File: config.mk
export PLATFORM = sky130hd
export DESIGN_NAME = instr_fetch_unit
export DESIGN_NICKNAME = d
export VERILOG_FILES = /design/src/rtl/mips_pkg.sv /design/src/rtl/if_skid_buffer.sv /design/src/rtl/instr_fetch_unit.sv
export SDC_FILE = /design/constraint.sdc
export NUM_CORES = 1
export LEC_CHECK = 0
export BUFFER_PORTS_ARGS = -buffer_cell sky130_fd_sc_hd__buf_2
export CORE_MARGIN = 2
export CORE_UTILIZATION = 56
export DETAILED_ROUTE_END_ITERATION = 7
export GPL_TIMING_DRIVEN = 0
export PLACE_DENSITY = 0.81
export REMOVE_ABC_BUFFERS = 1
export SYNTH_ARGS = -nofsm -noshare
export SYNTH_HDL_FRONTEND = slang
export SYNTH_SLANG_ARGS = --single-unit
export TNS_END_PERCENT = 50
File: constraint.sdc
create_clock -name clk -period 3.2 [get_ports clk]
set_input_delay 0.32 -clock clk [delete_from_list [all_inputs] [get_ports clk]]
set_output_delay 0.32 -clock clk [all_outputs]
set_load 0.01 [all_outputs]
File: src/rtl/mips_pkg.sv
// mips_pkg: shared MIPS opcodes, NOP encoding, fetch FSM states and fetch defaults
package mips_pkg;
    localparam logic [5:0] OP_RTYPE = 6'h00;
    localparam logic [5:0] OP_J = 6'h02;
    localparam logic [5:0] OP_BEQ = 6'h04;
    localparam logic [5:0] OP_ADDI = 6'h08;
    localparam logic [5:0] OP_LW = 6'h23;
    localparam logic [5:0] OP_SW = 6'h2b;
    localparam logic [31:0] INSTR_NOP = 32'h0000_0000;
    localparam logic [31:0] DEF_RESET_PC = 32'h0000_0000;
    typedef enum logic [1:0] {IDLE, FETCH, WAIT, DRAIN} fetch_state_e;
endpackage

File: src/rtl/if_skid_buffer.sv
// if_skid_buffer: one-entry {instr, pc} holding register for fetch returns that arrive while decode stalls
module if_skid_buffer
    import mips_pkg::*;
#(
    parameter int ADDR_W = 32
) (
    input  logic              clk,
    input  logic              rst_n,
    input  logic              load,
    input  logic              drain,
    input  logic              flush,
    input  logic [31:0]       wr_instr,
    input  logic [ADDR_W-1:0] wr_pc,
    output logic              full,
    output logic [31:0]       instr,
    output logic [ADDR_W-1:0] pc
);
    // capture a returned word on load; drain or flush frees the entry
    always_ff @(posedge clk or negedge rst_n) begin
        if (!rst_n) begin
            full <= 1'b0;
            instr <= INSTR_NOP;
            pc <= '0;
        end else begin
            full <= load | (full & ~drain & ~flush);
            if (load) begin
                instr <= wr_instr;
                pc <= wr_pc;
            end
        end
    end
endmodule

File: src/rtl/instr_fetch_unit.sv
// instr_fetch_unit: PC holder and single-outstanding imem fetcher feeding the decode stage
module instr_fetch_unit
    import mips_pkg::*;
#(
    parameter int ADDR_W = 32,
    parameter logic [ADDR_W-1:0] RESET_PC = ADDR_W'(DEF_RESET_PC)
) (
    input  logic              clk,
    input  logic              rst_n,
    output logic              imem_req,
    output logic [ADDR_W-1:0] imem_addr,
    input  logic              imem_ack,
    input  logic [31:0]       imem_rdata,
    input  logic              id_stall,
    input  logic              redirect,
    input  logic [ADDR_W-1:0] redirect_target,
    output logic              if_valid,
    output logic [31:0]       if_instr,
    output logic [ADDR_W-1:0] if_pc,
    output logic [ADDR_W-1:0] if_pc_plus4
);
    fetch_state_e state, state_nx;
    logic [ADDR_W-1:0] pc, pc_nx, tgt, tgt_nx, redir_pc, buf_pc;
    logic [31:0] buf_instr;
    logic slot_free, load_out, load_buf, drain_buf, flush_buf, buf_full;

    assign redir_pc = redirect_target & ~ADDR_W'(3);
    assign slot_free = !if_valid || !id_stall;
    assign imem_addr = pc;
    assign if_pc_plus4 = if_pc + ADDR_W'(4);

    if_skid_buffer #(.ADDR_W(ADDR_W)) u_skid (
        .clk(clk),
        .rst_n(rst_n),
        .load(load_buf),
        .drain(drain_buf),
        .flush(flush_buf),
        .wr_instr(imem_rdata),
        .wr_pc(pc),
        .full(buf_full),
        .instr(buf_instr),
        .pc(buf_pc)
    );

    // state, PC and latched DRAIN target registers; reset aborts any in-flight request
    always_ff @(posedge clk or negedge rst_n) begin
        if (!rst_n) begin
            state <= IDLE;
            pc <= RESET_PC;
            tgt <= RESET_PC;
        end else begin
            state <= state_nx;
            pc <= pc_nx;
            tgt <= tgt_nx;
        end
    end

    // next-state, PC update and datapath steering; the request address only moves after an ack
    always_comb begin
        state_nx = state;
        pc_nx = pc;
        tgt_nx = tgt;
        imem_req = 1'b0;
        load_out = 1'b0;
        load_buf = 1'b0;
        drain_buf = 1'b0;
        flush_buf = 1'b0;
        case (state)
            IDLE: begin
                state_nx = FETCH;
                pc_nx = redirect ? redir_pc : pc;
            end
            FETCH: begin
                imem_req = 1'b1;
                if (imem_ack && redirect) begin
                    pc_nx = redir_pc;
                end else if (imem_ack) begin
                    load_out = slot_free;
                    load_buf = !slot_free;
                    pc_nx = pc + ADDR_W'(4);
                    state_nx = slot_free ? FETCH : WAIT;
                end else if (redirect) begin
                    tgt_nx = redir_pc;
                    state_nx = DRAIN;
                end
            end
            WAIT: begin
                if (redirect) begin
                    flush_buf = 1'b1;
                    pc_nx = redir_pc;
                    state_nx = FETCH;
                end else if (!id_stall && buf_full) begin
                    drain_buf = 1'b1;
                    state_nx = FETCH;
                end
            end
            default: begin
                imem_req = 1'b1;
                tgt_nx = redirect ? redir_pc : tgt;
                if (imem_ack) begin
                    pc_nx = redirect ? redir_pc : tgt;
                    state_nx = FETCH;
                end
            end
        endcase
    end

    // decode-facing output register: redirect flushes first, stall holds, otherwise consume
    always_ff @(posedge clk or negedge rst_n) begin
        if (!rst_n) begin
            if_valid <= 1'b0;
            if_instr <= INSTR_NOP;
            if_pc <= RESET_PC;
        end else if (redirect) begin
            if_valid <= 1'b0;
        end else if (load_out) begin
            if_valid <= 1'b1;
            if_instr <= imem_rdata;
            if_pc <= pc;
        end else if (drain_buf) begin
            if_valid <= 1'b1;
            if_instr <= buf_instr;
            if_pc <= buf_pc;
        end else if (!id_stall) begin
            if_valid <= 1'b0;
        end
    end
endmodule
### Word level (Yosys, flattened, before mapping)

Index checks and enable logic that the tools add are counted.

| storage, ports and cells | value |
|---|---|
| output and inout port bits | 130 |
| latch bits | 0 |
| word-level logic and storage cells | 79 |
| input port bits | 69 |
| bits in registers | 196 |
| memories kept | 0 |
| memory bits (read-only) | 0 |
| memory bits (writable) | 0 |

| operators by class | value |
|---|---|
| bitwise operators | 7 |
| mux-type cells | 37 |
| div/mod/pow operators | 0 |
| add/subtract/negate cells | 2 |
| shift operators | 0 |
| multipliers | 0 |
| order comparisons | 0 |
| reductions and logical operators | 15 |
| equality and inequality tests | 9 |

Operators by type and width:

| cell | number |
|---|---|
| 32-bit two-way mux | 11 |
| 32-bit one-hot mux with 2 select lines | 2 |
| 32-bit by 3-bit adder with 32-bit output (second input constant) | 2 |
| 1-bit two-way mux | 16 |
| 2-bit two-way mux | 7 |
| 3-bit != test (second input constant) | 3 |
| 2-bit one-hot mux with 3 select lines | 1 |
| 3-bit AND reduction | 2 |
| 2-bit != test (second input constant) | 2 |
| 4-bit by 1-bit != test with 1-bit output (second input constant) | 1 |
| 1-bit NOT | 4 |
| 4-bit AND reduction | 1 |
| 4-bit nonzero test | 1 |
| 1-bit logical NOT | 3 |
| 3-bit nonzero test | 1 |
| 1-bit bitwise AND | 2 |
| 2-bit by 1-bit == test with 1-bit output (second input constant) | 1 |
| 2-bit == test (second input constant) | 1 |
| 1-bit logical AND | 2 |
| 2-bit logical NOT | 1 |
| 2-bit by 1-bit != test with 1-bit output (second input constant) | 1 |
| 2-bit AND reduction | 1 |
| 2-bit nonzero test | 1 |
| 2-bit OR reduction | 1 |
| other kinds (2) | 2 |

### Longest topological paths before layout

Gate-level depths: netlist of run 1.

| logic depth | value |
|---|---|
| depth in word-level cells | 9 |
| gate-level depth with buffers | 9 |
| depth with buffers taken out | 7 |

### By module

A second synthesis of run 1 with hierarchy kept.

| unflattened totals | value |
|---|---|
| cell total of the unflattened synthesis | 927 |
| area, all modules | 9877.0 sq um |

By module, submodules not included:

| module | cells each | area an instance (sq um) | times used |
|---|---|---|---|
| instr_fetch_unit | 789 | 7262.0 | 1 |
| if_skid_buffer | 138 | 2615.0 | 1 |

### Worst setup path before layout of run 1

OpenSTA, ideal clock, no wires.

| timing | value |
|---|---|
| path type | register -> output |
| start | register if_pc[7] |
| end | output if_pc_plus4[22] |
| data arrival time | 1.746 ns |
| slack | 1.134 ns |
| required time | 2.880 ns |
| cell stages (with the launch flop) | 8 |
| cells stage by stage | dfrtp_1 -> buf_2 -> and4_1 -> nand4_1 -> nor3_2 -> nand3_1 -> nor2_1 -> xor2_1 |

| on the way | value |
|---|---|
| longest elaborated chain between the ends | 1 |

Ends and longest elaborated chain:

| what | line | text |
|---|---|---|
| start: declaration | instr_fetch_unit.sv:19 | `output logic [ADDR_W-1:0] if_pc,` |
| start signal: assignment | instr_fetch_unit.sv:119 | `if_pc <= pc;` |
| start signal: assignment | instr_fetch_unit.sv:123 | `if_pc <= buf_pc;` |
| 32-bit by 3-bit adder with 32-bit output | instr_fetch_unit.sv:30 | `assign if_pc_plus4 = if_pc + ADDR_W'(4);` |
| end: declaration | instr_fetch_unit.sv:20 | `output logic [ADDR_W-1:0] if_pc_plus4` |

Every way passes these cells.

### Final worst setup path of run 1

Same ends and word-level chain as after synthesis.

==> qor.yml, run 1 <==
power_and_ir_drop:
  p_int_uw: 5123
  p_comb_share_pct: 24.3
  vdd_drop_max_v: 0.0003801
  power_frac_seq_pct: 46.7
  clock_power_share_pct: 28.9
  p_switching_uw: 2378
  switching_share_pct: 31.70
  power.density_nw_per_um2: 649.2
  p_leak_uw: 0.005538
drt:
  wl_um: 23770
  drt_first_pass_iters: 5
  viasPerCell: 5.846
  drc: 0
  drtIter0Drc: 499
  post_drt_wl_per_cell_um: 18.03
  antenna_left: 0
  vias: 7705
floorplan:
  floorplan.initialDensity_pct: 56.65
  num_rows: 48
  ios: 199
  core_um2: 17120
  die-area_um2: 18380
  die_w_um: 135.6
  die_h_um: 135.6
grt:
  grt_antenna_before_repair: 2
  first_global_vias: 7351
  gr-total-overflow: 0
  grt_pass1_wl_um: 37940
  grt_max_degree: 112
  groute.usage.overall_pct: 26.30
timing:
  setup_violations: 0
  drv_slew: 0
  finClkSkew_ns: 0.01237
  grt_setup_unrepaired: "no"
  layout_min_cycle_time_ns: 2.923
  period_share_pct: 91.36
  finalHoldViolCount: 0
  fmax_mhz: 342.1
  relSlewSlack_pct: 27.35
  worst_pin_slew_ns: 1.081
critical_path:
  max_stage_delay_ns: 0.50
  crit_path_cell_trace: "and4_1 -> nand4_1 -> nor3_2 -> nand3_2 -> nor2_1 -> xor2_1 -> buf_2"
  crit_type: "register to output port"
  crit_path_end_kind: "output port"
  critical_path.max_fanout: 8
  cpMaxStageDelayCell: "dfrtp_1"
  start_kind: "register"
  cp.required_ns: 2.88
  cp.arrival_ns: 2.60
min_path:
  hp-class: "input pin to register"
synthesis:
  synth_xor_area_share_pct: 3.161
  yosysWarningCount: 0
  seq_area_frac_synth_pct: 50.58
  syn_area_per_cell_um2: 10.62
  synthArstFlopShare_pct: 100.0
  synth-adder-area-share_pct: 0.2581
  synth_top_area_share_pct: 50.58
  synth-seq-cells: 196
  syn_inst: 913
  synth-compound-area-share_pct: 11.92
  synth.area.mux_share_pct: 17.14
  synth_edf_count: 0
  synth_top_family_by_area: "multiplexers"
  netlist_area_um2: 9697
  ys.flop_type: "dfrtp_1"
  synth-simple-area-share_pct: 13.12
  synth_cell_types: 65
  synth_area_leader_cell: "dfrtp_1"
  synth_area_leaders: "dfrtp_1, mux2_2, mux2i_1"
job:
  drv_cap: 0
placement:
  port_buffers: 196
  place_congestion: 0.8409
  dp.cells: 1282
  post_dp_cell_area_um2: 10910
  dp_hpwl_um: 15860
cells_and_area:
  area_growth_pct: 19.15
  fin_nets: 1151
  layoutNonFillerInstCount: 1318
  final_area_um2: 11550
  drive_above_1_share_pct: 32.78
  final_cell_mix: "dfrtp_1, buf_2, nor2_1"
clock_network:
  clock_sinks: 196
  insertion_delay_ns: 0.43
  clkTransAtPathRegs_ns: 0.07
  cts-buffers-inserted: 17
  htree_levels: 4
  cts_tree: "yes"
  cts.path.max_buffers: 2
  cts_root_buf: "clkbuf_16"
status:
  outcome: "finished clean"
## flip-flops by register name (all words and copies together), names as in the netlist
register,flops
u_skid.instr,32
state,2
if_pc,32
if_valid,1
u_skid.pc,32
if_instr,32
tgt,32
imem_addr,32
u_skid.full,1
## power by group through the flow
| stage | Combinational [uW] | Sequential, uW | Clock [uW] |
|---|---|---|---|
| final | 1830 | 3510 | 2170 |
| after global routing | 2030 | 3590 | 2280 |
| after CTS | 1840 | 3500 | 2200 |
| after detailed placement | 1820 | 3540 | 0 |
| after global placement | 1780 | 3510 | 0 |
| after floorplan | 987 | 3560 | 0 |
## what timing repair did
item | in CTS | in global routing
setup buffers | 2 | 0
hold buffers | 1 | 0
gates resized for setup | 1 | 3
cloned | 1 | 0
pin swaps | 1 | 0
endpoints found under the hold margin | 85 | 0
setup endpoints to repair | 54 | 21
## cells by family after synthesis
kind of cell	Yosys count
and+or+nand+nor	257
AOI/OAI and AO/OA	195
buffers and inverters	74
adders and majority gates	2
xor gates and xnor gates	35
DFF	196
muxes	154
## worst paths after layout
path	end	cells after the start	slack (ns)	from
worst max register to register	imem_addr[22]$_DFFE_PN0P_	7	0.30	imem_addr[2]$_DFFE_PN0P_
worst max-delay path	if_pc_plus4[22]	7	0.28	if_pc[7]$_DFFE_PN0P_
max in group asynchronous	u_skid.instr[18]$_DFFE_PN0P_	3	1.77	rst_n
min in group asynchronous	u_skid.pc[2]$_DFFE_PN0P_	2	0.47	rst_n
worst min-delay path	tgt[29]$_DFFE_PN0P_	2	0.13	redirect_target[29]
worst min register to register	u_skid.pc[29]$_DFFE_PN0P_	1	0.49	u_skid.pc[29]$_DFFE_PN0P_
## through the flow
stage | utilization (%) | total power, uW | setup WS, ns | hold WS [ns] | setup TNS [ns]
after floorplan | - | 4552 | -5.992 | 0.02441 | -444.12
after global placement | 62.13 | 5296 | -10.80 | 0.4668 | -1184.93
after detailed placement | 63.72 | 5364 | -0.3887 | 0.3696 | -11.47
after CTS | 67.40 | 7540 | 0.04868 | 0.1212 | 0
after global routing | 67.50 | 7898 | 0.02995 | 0.1314 | 0
final | 67.50 | 7501 | 0.2765 | 0.1287 | 0
## critical path: cells and delay by family (launching register included)
kind	cells	cell delay [ns]
DFF	1	0.50
and+or+nand+nor	5	1.35
buffers and inverters	1	0.15
xor gates and xnor gates	1	0.17
## area by class of cell
cell class / count / area (um2)
Fill cell: 1379 / 5563
Sequential cell: 196 / 4906
Multi-Input combinational cell: 644 / 4482
Timing Repair Buffer: 209 / 1244
Clock buffer: 22 / 464.2
Tap cell: 225 / 281.5
Clock inverter: 9 / 128.9
Inverter: 12 / 45.04
Antenna cell: 1 / 2.502
## routing by layer
| layer | wire length [um] | part of all wire (%) | global-route usage (%) | up-vias |
|---|---|---|---|---|
| li1 | - | - | - | 3579 |
| met4 | 495 | 2.1 | 9.606 | 2 |
| met3 | 1518 | 6.4 | 5.200 | 42 |
| met5 | 16 | 0.067 | 0 | - |
| met1 | 10480 | 44 | 36.23 | 3795 |
| met2 | 11260 | 47 | 41.61 | 287 |
## cell usage after synthesis (3+ instances only)
cell,n
nand4_1,10
a31oi_1,5
buf_4,6
clkbuf_1,14
nand4_2,3
a22o_1,8
a221oi_1,3
mux2i_1,58
a21o_1,5
nor2b_1,5
a22oi_1,3
o22ai_1,11
nand2b_1,4
and2_1,7
mux2_2,93
xor2_1,13
mux2_1,3
nand2_1,41
a211oi_1,3
nor3_1,7
buf_6,3
o21a_1,5
inv_1,12
a21oi_1,100
and4_1,3
xnor2_1,22
buf_2,37
nand3_1,28
nor2_1,119
and3_1,10
o21ai_0,32
nor3_2,4
dfrtp_1,196
a222oi_1,4
(Power assumes the default switching activity.)
==> inputs of run 2 (changes only) <==
- BUFFER_PORTS_ARGS: -buffer_cell sky130_fd_sc_hd__buf_2 -> default
- DONT_BUFFER_PORTS: default -> 1
- PLACE_DENSITY: 0.81 -> 0.71
==> run 2 against run 1 <==
  * The flow now finishes with violations (hold timing)
  * Register-to-register slack got worse by 0.097 ns
  * Power decreased by 9.3%
  * Core utilization decreased by 6.4 points
  * First-iteration DRC count increased by 7.2%
  * Non-clock buffer count decreased by 199
  * Via count decreased by 12%
  * Setup slack got worse by 0.073 ns
  * Highest routed layer is now met4
  * Clock power decreased by 10%
==> qor.yml, run 2 (same netlist as run 1, synthesis figures left out) <==
clock_network:
  clock_sinks: 196  # unchanged
  htree_levels: 4  # unchanged
  cts_hold_buffers: 1  # unchanged
  cts_tree: "yes"
  cts_root_buf: "clkbuf_16"
  cts.path.max_buffers: 2  # unchanged
  cts-buffers-inserted: 17  # unchanged
  clkTransAtPathRegs_ns: 0.07  # about the same
  insertion_delay_ns: 0.43  # about the same
floorplan:
  die_w_um: 135.6  # unchanged
  die-area_um2: 18380  # unchanged
  core_um2: 17120  # unchanged
  die_h_um: 135.6  # unchanged
  num_rows: 48  # unchanged
  floorplan.initialDensity_pct: 56.65  # unchanged
  ios: 199  # unchanged
critical_path:
  critical_path.max_fanout: 22  # +14
  cp.arrival_ns: 3.30  # +0.70 ns
  ff2ff_path_depth: 4  # -3
  cp.required_ns: 3.51  # +0.63 ns
  crit_path_end_kind: "register"
  start_kind: "register"
  crit_type: "register to register"
timing:
  drv_slew: 0  # unchanged
  finalHoldViolCount: 196  # +196
  holdWs_ns: -0.4075  # -0.5362 ns
  finClkSkew_ns: 0.007729  # -0.004640 ns
  period_share_pct: 93.65  # +2.3 points
  grt_setup_unrepaired: "no"
  setup_violations: 0  # unchanged
  worst_pin_slew_ns: 1.269  # +0.1879 ns
  layout_min_cycle_time_ns: 2.997  # +0.07333 ns
  fmax_mhz: 333.7  # -2.4%
  relSlewSlack_pct: 15.42  # -12 points
power_and_ir_drop:
  vdd_drop_max_v: 0.0003832  # +0.82%
  power.density_nw_per_um2: 650.0  # +0.12%
  p_leak_uw: 0.004731  # -15%
min_path:
  hp-class: "input pin to async pin"
placement:
  place_congestion: 0.8047  # -4.3%
  dp.cells: 1085  # -15%
  dp_hpwl_um: 14790  # -6.8%
  port_buffers: 0  # -100%
cells_and_area:
  area_growth_pct: 7.922
  drive_above_1_share_pct: 17.90  # -15 points
  layoutNonFillerInstCount: 1119  # -15%
  final_common_cell: "dfrtp_1"
  final_util_pct: 61.14  # -6.4 points
  n_antenna_cell: 0  # -1
  final_cell_mix: "dfrtp_1, nor2_1, a21oi_1"
  fin_nets: 952  # -17%
drt:
  antenna_left: 0  # unchanged
  drc: 0  # unchanged
  drtIter0Drc: 535  # +7.2%
  vias: 6790  # -12%
  drt_first_pass_iters: 5  # unchanged
  wl_um: 22250  # -6.4%
  post_drt_wl_per_cell_um: 19.88  # +10%
  viasPerCell: 6.068  # +3.8%
status:
  outcome: "finished with violations"
  violations: "hold timing"
grt:
  grt_max_degree: 197  # +76%
  grt_antenna_before_repair: 0  # -2
  first_global_vias: 6393  # -13%
  grt_pass1_wl_um: 35090  # -7.5%
  groute.usage.overall_pct: 24.50  # -1.8 points
  gr-total-overflow: 0  # unchanged
job:
  drv_cap: 0  # unchanged
run 2: cell count changes in the layout (fill, tap and decap cells not counted), sizes merged, moves of 2 or more:
cell,before,now
inv,12,15
buf,208,9
clkinv,4,8
bufinv,3,0
clkbuf,22,20
run 2: final timing paths:
kind                                           startpoint                           end  slack [ns]
worst min-delay path                                rst_n          if_pc[3]$_DFFE_PN0P_       -0.41
max in group asynchronous                           rst_n  u_skid.instr[29]$_DFFE_PN0P_        3.13
worst max-delay path                 state[0]$_DFFE_PN0P_   u_skid.instr[6]$_DFFE_PN0P_        0.20
worst min register to register  u_skid.pc[29]$_DFFE_PN0P_     u_skid.pc[29]$_DFFE_PN0P_        0.49
worst max register to register       state[0]$_DFFE_PN0P_   u_skid.instr[6]$_DFFE_PN0P_        0.20
min in group clk                      redirect_target[17]           tgt[17]$_DFFE_PN0P_        0.04
run 2: layer usage:
layer	GRT usage [%]	wire length, um
met1	33.96	9858
met2	38.05	10390
met3	6.061	1593
met4	7.928	399
met5	0	0
run 2: per-stage QoR:
stage / total power [uW] / hold slack, ns / setup slack [ns] / area, um2 / setup TNS (ns)
finish: 6802 / -0.4075 / 0.2032 / 10470 / 0
global route: 7173 / -0.4230 / 0.004722 / 10470 / 0
CTS: 6855 / -0.4268 / 0.1008 / 10460 / 0
detailed placement: 4897 / 0.03078 / -0.1898 / 9896 / -4.747
global placement: 4859 / 0.02908 / -10.84 / 9653 / -904.46
floorplan: 4552 / 0.02441 / -5.992 / 9371 / -444.12
run 2: worst max-delay path, stage by stage (launching register included):
cell     delay, ns
dfrtp_1       0.84
nand2_2       0.47
nor3_4        0.90
buf_8         0.28
mux2_2        0.36
run 2: layout make-up:
type	count	area, um2
fill	1405	6651
sequential	196	4905
multi-input combinational	644	4488
clock buffer	20	446.7
tap	225	281.5
timing repair buffer	10	217.7
clock inverter	12	81.33
inverter	12	45.04
run 2: where the power goes:
part | internal (uW) | total [uW] | leakage, uW | switching (uW)
registers | 2980 | 3700 | 0.00240 | 724
clock network | 1020 | 1950 | 0.000264 | 929
logic | 577 | 1150 | 0.00207 | 575
total | 4570 | 6800 | 0.00473 | 2230
run 2: timing repair:
item | 4_1_cts | 5_1_grt
endpoints found under the hold margin | 197 | 196
pin swaps | 1 | 1
gates cloned | 1 | 0
setup buffers | 0 | 0
resized for setup | 2 | 2
endpoints found under the setup margin | 61 | 44
==> inputs of run 3 (changes only) <==
- CELL_PAD_IN_SITES_DETAIL_PLACEMENT: default -> 1
- CELL_PAD_IN_SITES_GLOBAL_PLACEMENT: default -> 2
- CORE_UTILIZATION: 56 -> 44
- PLACE_DENSITY: 0.71 -> default
- PLACE_DENSITY_LB_ADDON: default -> 0.1
==> run 3 against run 2 <==
  * The run still ends with hold timing left
  * First-iteration DRC count down 18%
  * Combinational power increased by 4%
  * Count of clock-buffer cells in the layout did not move
  * Critical path depth increased by 2
  * Setup slack improved by 0.026 ns
  * Final cell count rose by 5.4%
==> qor.yml, run 3 (same netlist as run 1, synthesis figures left out) <==
status:
  outcome: "finished with violations"
  violations: "hold timing"
timing:
  grt_setup_unrepaired: "no"
  finClkSkew_ns: 0.02123  # +0.01350 ns
  holdWs_ns: -0.4242  # -0.01661 ns
  layout_setup_ws_ns: 0.2295  # +0.02635 ns
  relSlewSlack_pct: 39.27  # +24 points
  period_share_pct: 92.83  # -0.82 points
  finalHoldViolCount: 196  # unchanged
  setup_violations: 0  # unchanged
  drv_slew: 0  # unchanged
  worst_pin_slew_ns: 0.9109  # -0.3578 ns
  fmax_mhz: 336.6  # +0.89%
  layout_min_cycle_time_ns: 2.970  # -0.02635 ns
critical_path:
  ff2ff_path_depth: 5  # +1
  max_stage_delay_ns: 0.54  # -0.36 ns
  critical_path.max_fanout: 8  # -64%
  crit_path_cell_trace: "and4_1 -> nand4_1 -> nor3_4 -> nand3_2 -> nor2_1 -> xor2_1"
  crit_type: "register to output port"
  reg2reg_to: "if_instr[30]$_DFFE_PN0P_"
  r2r_setup_slack_ns: 0.24  # +0.04 ns
  r2r_start: "state[1]$_DFFE_PN0P_"
  cp.arrival_ns: 2.65  # -0.65 ns
  crit_path_end_kind: "output port"
  start_kind: "register"
  cpMaxStageDelayCell: "dfrtp_1"
  cp.required_ns: 2.88  # -0.63 ns
job:
  drv_cap: 0  # unchanged
drt:
  viasPerCell: 5.885  # -3.0%
  antenna_left: 0  # unchanged
  vias: 6939  # +2.2%
  top_layer: "met4"
  post_drt_wl_per_cell_um: 22.94  # +15%
  wl_met3_um: 1538  # -3.5%
  drtIter0Drc: 440  # -18%
  drt_first_pass_iters: 5  # unchanged
  wl_um: 27050  # +22%
  wl_met2_um: 13550  # +30%
  drc: 0  # unchanged
  drt-met1-wl_um: 11580  # +18%
grt:
  grt_max_degree: 197  # unchanged
  gr-total-overflow: 0  # unchanged
  groute.usage.overall_pct: 23.77  # -0.72 points
  grt_pass1_wl_um: 43640  # +24%
  first_global_vias: 7708  # +21%
  grt_antenna_before_repair: 1  # +1
placement:
  port_buffers: 0  # unchanged
  dp_slack_ns: -1.105  # -0.9154 ns
  place_congestion: 0.7747  # -3.7%
  dp_hpwl_um: 18080  # +22%
cells_and_area:
  n_antenna_cell: 0  # unchanged
  area_growth_pct: 9.600
  num-fill-cells: 2320  # +65%
  final_cell_mix: "dfrtp_1, nor2_1, a21oi_1"
  final_common_cell: "dfrtp_1"
  drive_above_1_share_pct: 18.58  # +0.68 points
  fin_nets: 957  # +0.53%
floorplan:
  num_rows: 54  # +13%
  floorplan.initialDensity_pct: 44.57  # -12 points
  core_um2: 21760  # +27%
  die_w_um: 152.5  # +12%
  die-area_um2: 23240  # +26%
  ios: 199  # unchanged
  die_h_um: 152.5  # +12%
clock_network:
  clkTransAtPathRegs_ns: 0.08  # about the same
  cts_root_buf: "clkbuf_16"
  cts.path.max_buffers: 2  # unchanged
  cts_hold_buffers: 1  # unchanged
  insertion_delay_ns: 0.44  # about the same
  cts_tree: "yes"
  clock_sinks: 196  # unchanged
  cts-buffers-inserted: 17  # unchanged
  htree_levels: 4  # unchanged
power_and_ir_drop:
  p_leak_uw: 0.004774  # +0.92%
  power.density_nw_per_um2: 656.7  # +1.0%
  finalPower_uw: 6979  # +2.6%
  vdd_drop_max_v: 0.0003198  # -17%
min_path:
  hp-class: "input pin to async pin"
## run 3: cell types whose count changed in the layout (fill, tap and decap cells not counted), moves of 2 or more
cell	before	now
buf_4	0	3
clkinv_2	6	0
dfrtp_2	0	2
dfrtp_1	196	194
inv_8	0	3
inv_6	3	1
clkinv_4	2	6
## run 3: worst max-delay path: cells and delay by family (launching register included)
family | cells | cell delay [ns]
xor+xnor | 1 | 0.31
simple gates | 5 | 1.36
flops | 1 | 0.54
## run 3: where the power goes
part	total [uW]	switching, uW	internal [uW]	leakage (uW)
registers	3730	748	2980	0.00240
logic	1200	618	579	0.00210
clock network	2060	1010	1050	0.000273
total	6980	2370	4610	0.00477
## run 3: worst max-delay path by stage
stage	startpoint	end	slack [ns]	cells after the start
after floorplan	state[0]$_DFFE_PN0P_	if_instr[0]$_DFFE_PN0P_	-5.99	4
after detailed placement	state[1]$_DFFE_PN0P_	if_pc[14]$_DFFE_PN0P_	-1.11	8
after global placement	state[1]$_DFFE_PN0P_	if_pc[26]$_DFFE_PN0P_	-11.29	5
after global routing	state[1]$_DFFE_PN0P_	if_pc[23]$_DFFE_PN0P_	0.009	6
final	if_pc[7]$_DFFE_PN0P_	if_pc_plus4[24]	0.23	6
after CTS	if_pc[7]$_DFFE_PN0P_	if_pc_plus4[24]	0.001	6
## run 3: area by class of cell
class | count | area [um2] | share of cell area, %
Clock buffer | 20 | 446.7 | 4.203
Clock inverter | 12 | 118.9 | 1.118
Timing Repair Buffer | 14 | 247.7 | 2.331
Multi-Input combinational cell | 645 | 4512 | 42.45
Tap cell | 280 | 350.3 | 3.296
Inverter | 12 | 45.04 | 0.4238
Sequential cell | 196 | 4907 | 46.17
## run 3: timing repair
item,CTS,global route
setup endpoints to repair,70,9
setup buffers,3,1
pin swaps,2,1
endpoints found under the hold margin,197,196
gates resized for setup,5,3
cloned,2,0
## run 3: metrics by stage
stage	setup TNS, ns	util (%)	instance area, um2	instances
final	0	48.85	10630	1179
after CTS	0	48.67	10590	1178
after detailed placement	-55.24	45.74	9952	1140
after global placement	-943.68	44.69	9722	1131
after floorplan	-444.12	-	9371	851
after global routing	0	48.85	10630	1179
## run 3: per-layer routing
| layer | vias up | track usage (%) |
|---|---|---|
| met1 | 3534 | 30.64 |
| li1 | 3202 | - |
| met2 | 182 | 39.81 |
| met3 | 21 | 6.229 |
| met4 | 0 | 6.746 |
| met5 | - | 0 |
